===== src/rtl/decode_stage_pkg.sv =====
//==============================================================================
// decode_stage_pkg : ISA constants, field positions and FSM encodings
// Rev 1.0 - initial release
//==============================================================================
`default_nettype none

package decode_stage_pkg;

  localparam int          DATA_W      = 16;
  localparam int          REG_IDX_W   = 3;
  localparam logic [15:0] NOP_INSTR_C = 16'h0800;
  localparam logic [4:0]  HALT_OPC_C  = 5'b00000;

  localparam int OPC_MSB = 15;
  localparam int OPC_LSB = 11;
  localparam int RS_MSB  = 10;
  localparam int RS_LSB  = 8;
  localparam int RT_MSB  = 7;
  localparam int RT_LSB  = 5;
  localparam int RD_MSB  = 4;
  localparam int RD_LSB  = 2;

  localparam logic [0:0] ST_RUN    = 1'b0;
  localparam logic [0:0] ST_HALTED = 1'b1;

  function automatic logic is_halt(input logic [4:0] opc, input logic [4:0] halt_opc);
    return opc == halt_opc;
  endfunction

endpackage

`default_nettype wire


===== src/rtl/decode_stage_rf_bypass.sv =====
//==============================================================================
// rf_bypass : NUM_REGS x WIDTH register file, 2 read / 1 write, write-through
// Rev 1.0 - initial release
//==============================================================================
`default_nettype none

module rf_bypass #(
  parameter int NUM_REGS = 8,
  parameter int WIDTH    = 16,
  parameter int IDX_W    = 3
) (
  input  logic             clk,
  input  logic             rst,
  input  logic             i_wr_en,
  input  logic [IDX_W-1:0] i_wr_idx,
  input  logic [WIDTH-1:0] i_wr_data,
  input  logic [IDX_W-1:0] i_rd0_idx,
  input  logic [IDX_W-1:0] i_rd1_idx,
  output logic [WIDTH-1:0] o_rd0_data,
  output logic [WIDTH-1:0] o_rd1_data
);

  logic [WIDTH-1:0] r_regs [NUM_REGS];

  // A write arriving with reset asserted is discarded.
  always_ff @(posedge clk) begin
    if (!rst) begin
      for (int i = 0; i < NUM_REGS; i++) begin
        r_regs[i] <= '0;
      end
    end else if (i_wr_en) begin
      r_regs[i_wr_idx] <= i_wr_data;
    end
  end

  logic w_byp0;
  logic w_byp1;

  assign w_byp0 = i_wr_en && (i_wr_idx == i_rd0_idx);
  assign w_byp1 = i_wr_en && (i_wr_idx == i_rd1_idx);

  assign o_rd0_data = w_byp0 ? i_wr_data : r_regs[i_rd0_idx];
  assign o_rd1_data = w_byp1 ? i_wr_data : r_regs[i_rd1_idx];

endmodule

`default_nettype wire


===== src/rtl/decode_stage.sv =====
//==============================================================================
// decode_stage : IF/ID latch, bypassed register file, field/immediate decode,
//                HALT detection and PC enable back to fetch
// Rev 1.0 - initial release
//==============================================================================
`default_nettype none

module decode_stage
  import decode_stage_pkg::*;
#(
  parameter int          WIDTH       = DATA_W,
  parameter int          NUM_REGS    = 8,
  parameter logic [15:0] NOP_INSTR   = NOP_INSTR_C,
  parameter logic [4:0]  HALT_OPCODE = HALT_OPC_C
) (
  input  logic             clk,
  input  logic             rst,
  input  logic [WIDTH-1:0] instruc,
  input  logic [WIDTH-1:0] seq_PC,
  input  logic             stall,
  input  logic             flush,
  input  logic             wb_en,
  input  logic [2:0]       wb_reg,
  input  logic [WIDTH-1:0] wb_data,
  output logic             en_PC,
  output logic [WIDTH-1:0] id_instr,
  output logic [WIDTH-1:0] id_seq_PC,
  output logic             id_valid,
  output logic [2:0]       rs_num,
  output logic [2:0]       rt_num,
  output logic [2:0]       rd_num,
  output logic [WIDTH-1:0] rs_data,
  output logic [WIDTH-1:0] rt_data,
  output logic [WIDTH-1:0] imm5_s,
  output logic [WIDTH-1:0] imm5_z,
  output logic [WIDTH-1:0] imm8_s,
  output logic [WIDTH-1:0] disp11_s,
  output logic             halt
);

  logic [WIDTH-1:0] r_id_instr;
  logic [WIDTH-1:0] r_id_seq_pc;
  logic             r_id_valid;
  logic [0:0]       r_state;

  logic             w_halt_in_id;
  logic             w_halt_take;

  assign w_halt_in_id = r_id_valid && is_halt(r_id_instr[OPC_MSB:OPC_LSB], HALT_OPCODE);
  // A flush squashes the HALT sitting in IF/ID, so it never takes effect.
  assign w_halt_take  = (r_state == ST_RUN) && w_halt_in_id && !flush;

  always_ff @(posedge clk) begin
    if (!rst) begin
      r_id_instr  <= NOP_INSTR;
      r_id_seq_pc <= '0;
      r_id_valid  <= 1'b0;
      r_state     <= ST_RUN;
    end else if (w_halt_take) begin
      r_id_instr  <= NOP_INSTR;
      r_id_valid  <= 1'b0;
      r_state     <= ST_HALTED;
    end else if (r_state == ST_HALTED) begin
      r_state     <= ST_HALTED;
    end else if (flush) begin
      r_id_instr  <= NOP_INSTR;
      r_id_valid  <= 1'b0;
    end else if (!stall) begin
      r_id_instr  <= instruc;
      r_id_seq_pc <= seq_PC;
      r_id_valid  <= 1'b1;
    end
  end

  assign en_PC = rst && (r_state == ST_RUN) && !stall && !(w_halt_in_id && !flush);
  assign halt  = (r_state == ST_HALTED);

  assign id_instr  = r_id_instr;
  assign id_seq_PC = r_id_seq_pc;
  assign id_valid  = r_id_valid;

  assign rs_num = r_id_instr[RS_MSB:RS_LSB];
  assign rt_num = r_id_instr[RT_MSB:RT_LSB];
  assign rd_num = r_id_instr[RD_MSB:RD_LSB];

  assign imm5_s   = {{(WIDTH-5){r_id_instr[4]}},   r_id_instr[4:0]};
  assign imm5_z   = {{(WIDTH-5){1'b0}},            r_id_instr[4:0]};
  assign imm8_s   = {{(WIDTH-8){r_id_instr[7]}},   r_id_instr[7:0]};
  assign disp11_s = {{(WIDTH-11){r_id_instr[10]}}, r_id_instr[10:0]};

  rf_bypass #(
    .NUM_REGS (NUM_REGS),
    .WIDTH    (WIDTH),
    .IDX_W    (REG_IDX_W)
  ) u_rf (
    .clk        (clk),
    .rst        (rst),
    .i_wr_en    (wb_en),
    .i_wr_idx   (wb_reg),
    .i_wr_data  (wb_data),
    .i_rd0_idx  (rs_num),
    .i_rd1_idx  (rt_num),
    .o_rd0_data (rs_data),
    .o_rd1_data (rt_data)
  );

endmodule

`default_nettype wire


===== config.mk =====
export PLATFORM = sky130hd
export DESIGN_NAME = decode_stage
export DESIGN_NICKNAME = d
export VERILOG_FILES = /design/src/rtl/decode_stage_pkg.sv /design/src/rtl/decode_stage_rf_bypass.sv /design/src/rtl/decode_stage.sv
export SDC_FILE = /design/constraint.sdc
export NUM_CORES = 1
export LEC_CHECK = 0
export CORE_ASPECT_RATIO = 1.25
export CORE_MARGIN = 1.5
export CORE_UTILIZATION = 25
export DETAILED_ROUTE_END_ITERATION = 16
export PLACE_DENSITY_LB_ADDON = 0.1
export SYNTH_ARGS = -nofsm -noshare
export SYNTH_HDL_FRONTEND = slang
export SYNTH_SLANG_ARGS = --single-unit

===== constraint.sdc =====
create_clock -name clk -period 4.55 [get_ports clk]
set_clock_uncertainty 0.05 [all_clocks]
set_input_delay 1.365 -clock clk [delete_from_list [all_inputs] [get_ports clk]]
set_output_delay 1.365 -clock clk [all_outputs]
set_load 0.005 [all_outputs]

* Word level (Yosys, flattened, before mapping) *
Memories as Yosys holds them, arrays and structs flattened. A register that Yosys moved wholly into a read port is not among the register bits.
Cells that the tools add are included.

storage, ports and cells
  register bits = 34
  bits in writable memories = 128
  input port bits = 56
  output and inout bits = 140
  logic and storage cells = 49
  memories kept = 1

memories
  memory       words  bits a word  read ports  clocked after Yosys merged registers in  write ports  line                          RTL
  u_rf.r_regs  8      16           2           2                                        8            decode_stage_rf_bypass.sv:23  logic [WIDTH-1:0] r_regs [NUM_REGS];

cells by class
  equality and inequality tests = 3
  multiplexer cells = 19
  bitwise logic cells = 5
  reduce and logical (&&, ||, !) cells = 17

operators with widths
  operator              number
  $mux W16              5
  $reduce_or A16 Y1     1
  $mux W3               5
  $logic_and A1 B1 Y1   9
  $mux W1               9
  $eq A3 B3 Y1          2
  $logic_not A5 Y1      1
  $not A1 Y1            5
  $reduce_and A4 Y1     1
  $logic_not A1 Y1      3
  $ne A2 B1 Y1 const B  1
  $reduce_and A2 Y1     1
  $reduce_or A2 Y1      1

* Depth between registers and ports, before layout *
  depth in word-level cells = 6
  gate-level depth with buffers = 7
  mapped depth without buffers = 4

* By module *
From an unflattened synthesis, not the netlist that was laid out.

unflattened totals
  cells, all modules = 675
  area, all modules = 9370.2 sq um

by module, submodules not included
  module        times used  cells an instance  area an instance (sq um)  sequential area each (sq um)
  rf_bypass     1           446                7440.9                    3843.7
  decode_stage  1           229                1929.4                    680.7

* Worst setup path before layout *
No wires, ideal clock.

  path kind = input to output
  start = input port wb_reg[0]
  end = output port rt_data[10]
  data arrival time = 2.277 ns
  required time = 3.135 ns
  slack = 0.858 ns
  stages = 6
  path buffers = 2
  path through = buf_2 > xnor2_1 > nand4_1 > clkbuf_1 > nor2_1 > a21oi_1

between the ends
  word-level cells in the longest chain between the ends = 3

RTL lines
  element              line                          RTL
  start, declared      decode_stage.sv:23            input logic [2:0] wb_reg,
  $eq A3 B3 Y1         decode_stage_rf_bypass.sv:40  assign w_byp1 = i_wr_en && (i_wr_idx == i_rd1_idx);
  $logic_and A1 B1 Y1  decode_stage_rf_bypass.sv:40
  $mux W16             decode_stage_rf_bypass.sv:43  assign o_rd1_data = w_byp1 ? i_wr_data : r_regs[i_rd1_idx];
  end, declared        decode_stage.sv:33            output logic [WIDTH-1:0] rt_data,

Every way passes these cells.

* Worst setup path in the final report *
  start = input port wb_reg[0]
  end = output port rs_data[5]

between the ends
  word-level cells in the longest chain between the ends = 3

RTL lines
  element              line                          RTL
  $eq A3 B3 Y1         decode_stage_rf_bypass.sv:39  assign w_byp0 = i_wr_en && (i_wr_idx == i_rd0_idx);
  $logic_and A1 B1 Y1  decode_stage_rf_bypass.sv:39
  $mux W16             decode_stage_rf_bypass.sv:42  assign o_rd0_data = w_byp0 ? i_wr_data : r_regs[i_rd0_idx];
  end, declared        decode_stage.sv:32            output logic [WIDTH-1:0] rs_data,

Every way passes these cells.

==> results_dict.tcl <==
set metrics [dict create \
    vdd_drop_max_uv 235 \
    tightestPinTransition_ns 0.984 \
    worstRegToRegCells 4 \
    leakage_nw 4.00 \
    post_drt_wl_per_cell_um 20.8 \
    die_x_um 173 \
    arrival_ns 3.03 \
    io_pins 196 \
    hp-start "id_seq_PC[9]$_SDFFE_PN0P_" \
    p_per_area_mw_per_mm2 319 \
    ant_nets 0 \
    cp.required_ns 3.13 \
    clk_latency_ns 0.43 \
    die-area_sq_mm 0.0372 \
    cp-end-kind "output port" \
    clk_pin_slew_ns 0.06 \
    grt_start_max_net_pins 29 \
    vias 5858 \
    critPathMaxStageDelay_ns 0.52 \
    die_h_um 215 \
    min_to "id_seq_PC[9]$_SDFFE_PN0P_" \
    hold_viol 0 \
    max_cap_violations 0 \
    grt_antenna_before_repair 1 \
    synth.area.mux_share_pct 21.3 \
    num_rows 77 \
    hold_path_depth 2 \
    syn-cell-area_sq_mm 0.00900 \
    setup_viol 0 \
    crit_top_cell "buf_12" \
    cts_max_level 4 \
    syn_area_per_cell_sq_um 13.2 \
    reg2reg_slack_ns 2.63 \
    routed_wl_mm 27.4 \
    synth_xor_area_share_pct 0.584 \
    nNetsFinal 885 \
    dp_cells 1282 \
    cts.sinks 168 \
    cts_buffers 17 \
    viasPerCell 4.45 \
    place_area_sq_mm 0.0112 \
    fin_cells 1315 \
    grt.overflow.total 0 \
    grt_pass1_vias 6280 \
    yosys_warnings 0 \
    ys_seq_area_share_pct 51.6 \
    root_buffer "clkbuf_16" \
    cp_cell_sequence "dlygate4sd2_1, xnor2_1, nand4_1, buf_4, buf_12, buf_12, a21oi_1, clkdlybuf4s50_1" \
    dr.pass1.iters 4 \
    synth-seq-cells 168 \
    grt_pass1_wl_mm 40.6 \
    nFillCells 3583 \
    areaGrowthSynthToFinish_pct 30.9 \
    startpoint_type "input pin" \
    track_usage_pct 14.9 \
    io_buffers 184 \
    slew_headroom_pct 34.3 \
    synth_compound_area_share_pct 3.91 \
    holdCritPathClass "register to register" \
    synthAdderAreaFrac_pct 0 \
    clockBufferDepth 2 \
    min_period_over_period_pct 97.6 \
    yosys.area_share.simple_pct 13.8 \
    fin_area_sq_mm 0.0118 \
    slew_viol_final 0 \
    core-area_sq_mm 0.0355 \
    hpwl_mm 17.9 \
    netlist_instances 681 \
    timing_worst_setup_path_type "input pin to output port" \
    drc 0 \
    max_freq_mhz 225 \
    synth_top_family_by_area "multiplexers" \
    regToRegStartpoint "id_instr[15]$_SDFFE_PP0N_" \
    outcome "completed" \
    gp_congestion 0.732 \
    rsz0062_at_grt "false" \
    initial_core_util_pct 25.4 \
    finalCriticalPeriod_ns 4.44 \
    drt_iter0_drc 320 \
    drive_gt1_share_pct 18.3 \
    cts_tree "done" \
    cp_slowest_cell "clkdlybuf4s50_1" \
    synth_cell_types 36 \
    critPathMaxFanout 12 \
]
==> kinds of logic (layout without fill, tap and decap cells) <==
logic type | after synthesis | in the layout
buffers and inverters | 118 | 267
AOI/OAI and AO/OA | 59 | 59
DFF | 168 | 168
and+or+nand+nor | 217 | 217
other | 1 | 12
muxes | 112 | 112
xor gates and xnor gates | 6 | 6
==> critical path: cells and delay by family <==
kind	cells	cell delay, ns
AND/OR/NAND/NOR	1	0.11
XOR/XNOR	1	0.15
buffers and inverters	5	1.26
AO/OA/AOI/OAI	1	0.13
==> synth_stat cells, drive strengths merged <==
library cell    n  area share, %
clkbuf         18           0.75
nor2b          17            1.2
nor4b           1           0.17
o21bai          1          0.083
a22oi          15            1.3
dfxtp          40            8.9
nand4           2           0.14
nand2b          4           0.28
inv             2          0.083
nor4            1          0.070
a21boi          2           0.21
nor3            3           0.40
o21ai           7           0.43
buf            98            7.9
nor2           56            2.3
nand3           2           0.17
nand2           1          0.042
and3            1          0.070
conb            1          0.042
and2          128            8.9
edfxtp        128             43
nand3b          1          0.083
xnor2           6           0.58
mux4           64             16
mux2i          48            5.3
a21oi          32            1.8
a21o            1          0.083
o22ai           1          0.070
==> registers in the layout (all words and copies together), names as in the netlist, named ones only <==
signal / cells
id_valid: 1
id_seq_PC: 16
halt: 1
u_rf.r_regs: 128
id_instr: 16
==> metrics by stage <==
| stage | utilization [%] | worst slack (ns) | power [mW] | TNS, ns | hold WS [ns] |
|---|---|---|---|---|---|
| after CTS | 33.2 | 0.0782 | 3.82 | 0 | 0.480 |
| after detailed placement | 31.5 | -0.133 | 2.37 | -2.50 | 0.460 |
| after global routing | 33.2 | 0.00438 | 3.92 | 0 | 0.506 |
| after floorplan | - | 0.858 | 2.08 | 0 | 0.448 |
| final | 33.2 | 0.109 | 3.76 | 0 | 0.474 |
| after global placement | 31.5 | -0.101 | 2.36 | -1.87 | 0.451 |
==> power by group <==
| part | internal (mW) | switching [mW] |
|---|---|---|
| sequential | 1.74 | 0.0564 |
| combinational | 0.312 | 0.226 |
| clock | 0.846 | 0.578 |
| total | 2.90 | 0.861 |
==> layout make-up <==
class | count | area [sq um] | area share, %
antenna | 1 | 2.50 | 0.0212
clock buffer | 18 | 429 | 3.64
clock inverter | 12 | 135 | 1.15
inverter | 2 | 7.51 | 0.0637
multi-input combinational | 405 | 3620 | 30.7
sequential | 168 | 4650 | 39.4
tap | 474 | 593 | 5.03
timing repair buffer | 235 | 2350 | 19.9
==> worst max path at each step <==
stage	slack (ns)	startpoint	endpoint	cells past startpoint
finish	0.11	wb_reg[0]	rs_data[5]	8
global route	0.004	wb_reg[0]	rs_data[9]	9
floorplan	0.86	wb_reg[0]	rt_data[10]	6
detailed placement	-0.13	wb_reg[0]	rt_data[4]	7
CTS	0.08	wb_reg[0]	rs_data[1]	8
global placement	-0.10	wb_reg[1]	rt_data[3]	7
==> metal layers <==
| layer | vias up | part of all wire (%) | GRT usage, % |
|---|---|---|---|
| met5 | - | 0 | 0 |
| met4 | 0 | 1.6 | 4.23 |
| met3 | 23 | 4.8 | 3.59 |
| met2 | 187 | 51 | 25.8 |
| met1 | 2960 | 43 | 18.4 |
| li1 | 2688 | - | - |
==> cell usage in the layout, fill, tap and decap left out, drive strengths merged, types with 2 or more instances in the layout <==
| cell type | instances |
|---|---|
| o21ai | 7 |
| nor2b | 17 |
| xnor2 | 6 |
| bufinv | 3 |
| dfxtp | 40 |
| a22oi | 15 |
| a21oi | 32 |
| clkdlybuf4s50 | 179 |
| mux4 | 64 |
| buf | 50 |
| nor2 | 56 |
| nor3 | 3 |
| clkbuf | 18 |
| nand2b | 4 |
| clkinv | 7 |
| edfxtp | 128 |
| mux2i | 48 |
| clkinvlp | 2 |
| inv | 2 |
| a21boi | 2 |
| dlygate4sd2 | 4 |
| nand3 | 2 |
| and2 | 128 |
| nand4 | 2 |
| conb | 11 |
==> repair_timing <==
item	CTS	global route
setup endpoints to repair	24	1
gates cloned	1	0
hold buffers	0	0
pin swaps	2	0
hold endpoints to repair	0	0
buffers inserted	1	0
resized for setup	5	1
Power figures use the tool's default switching activity.
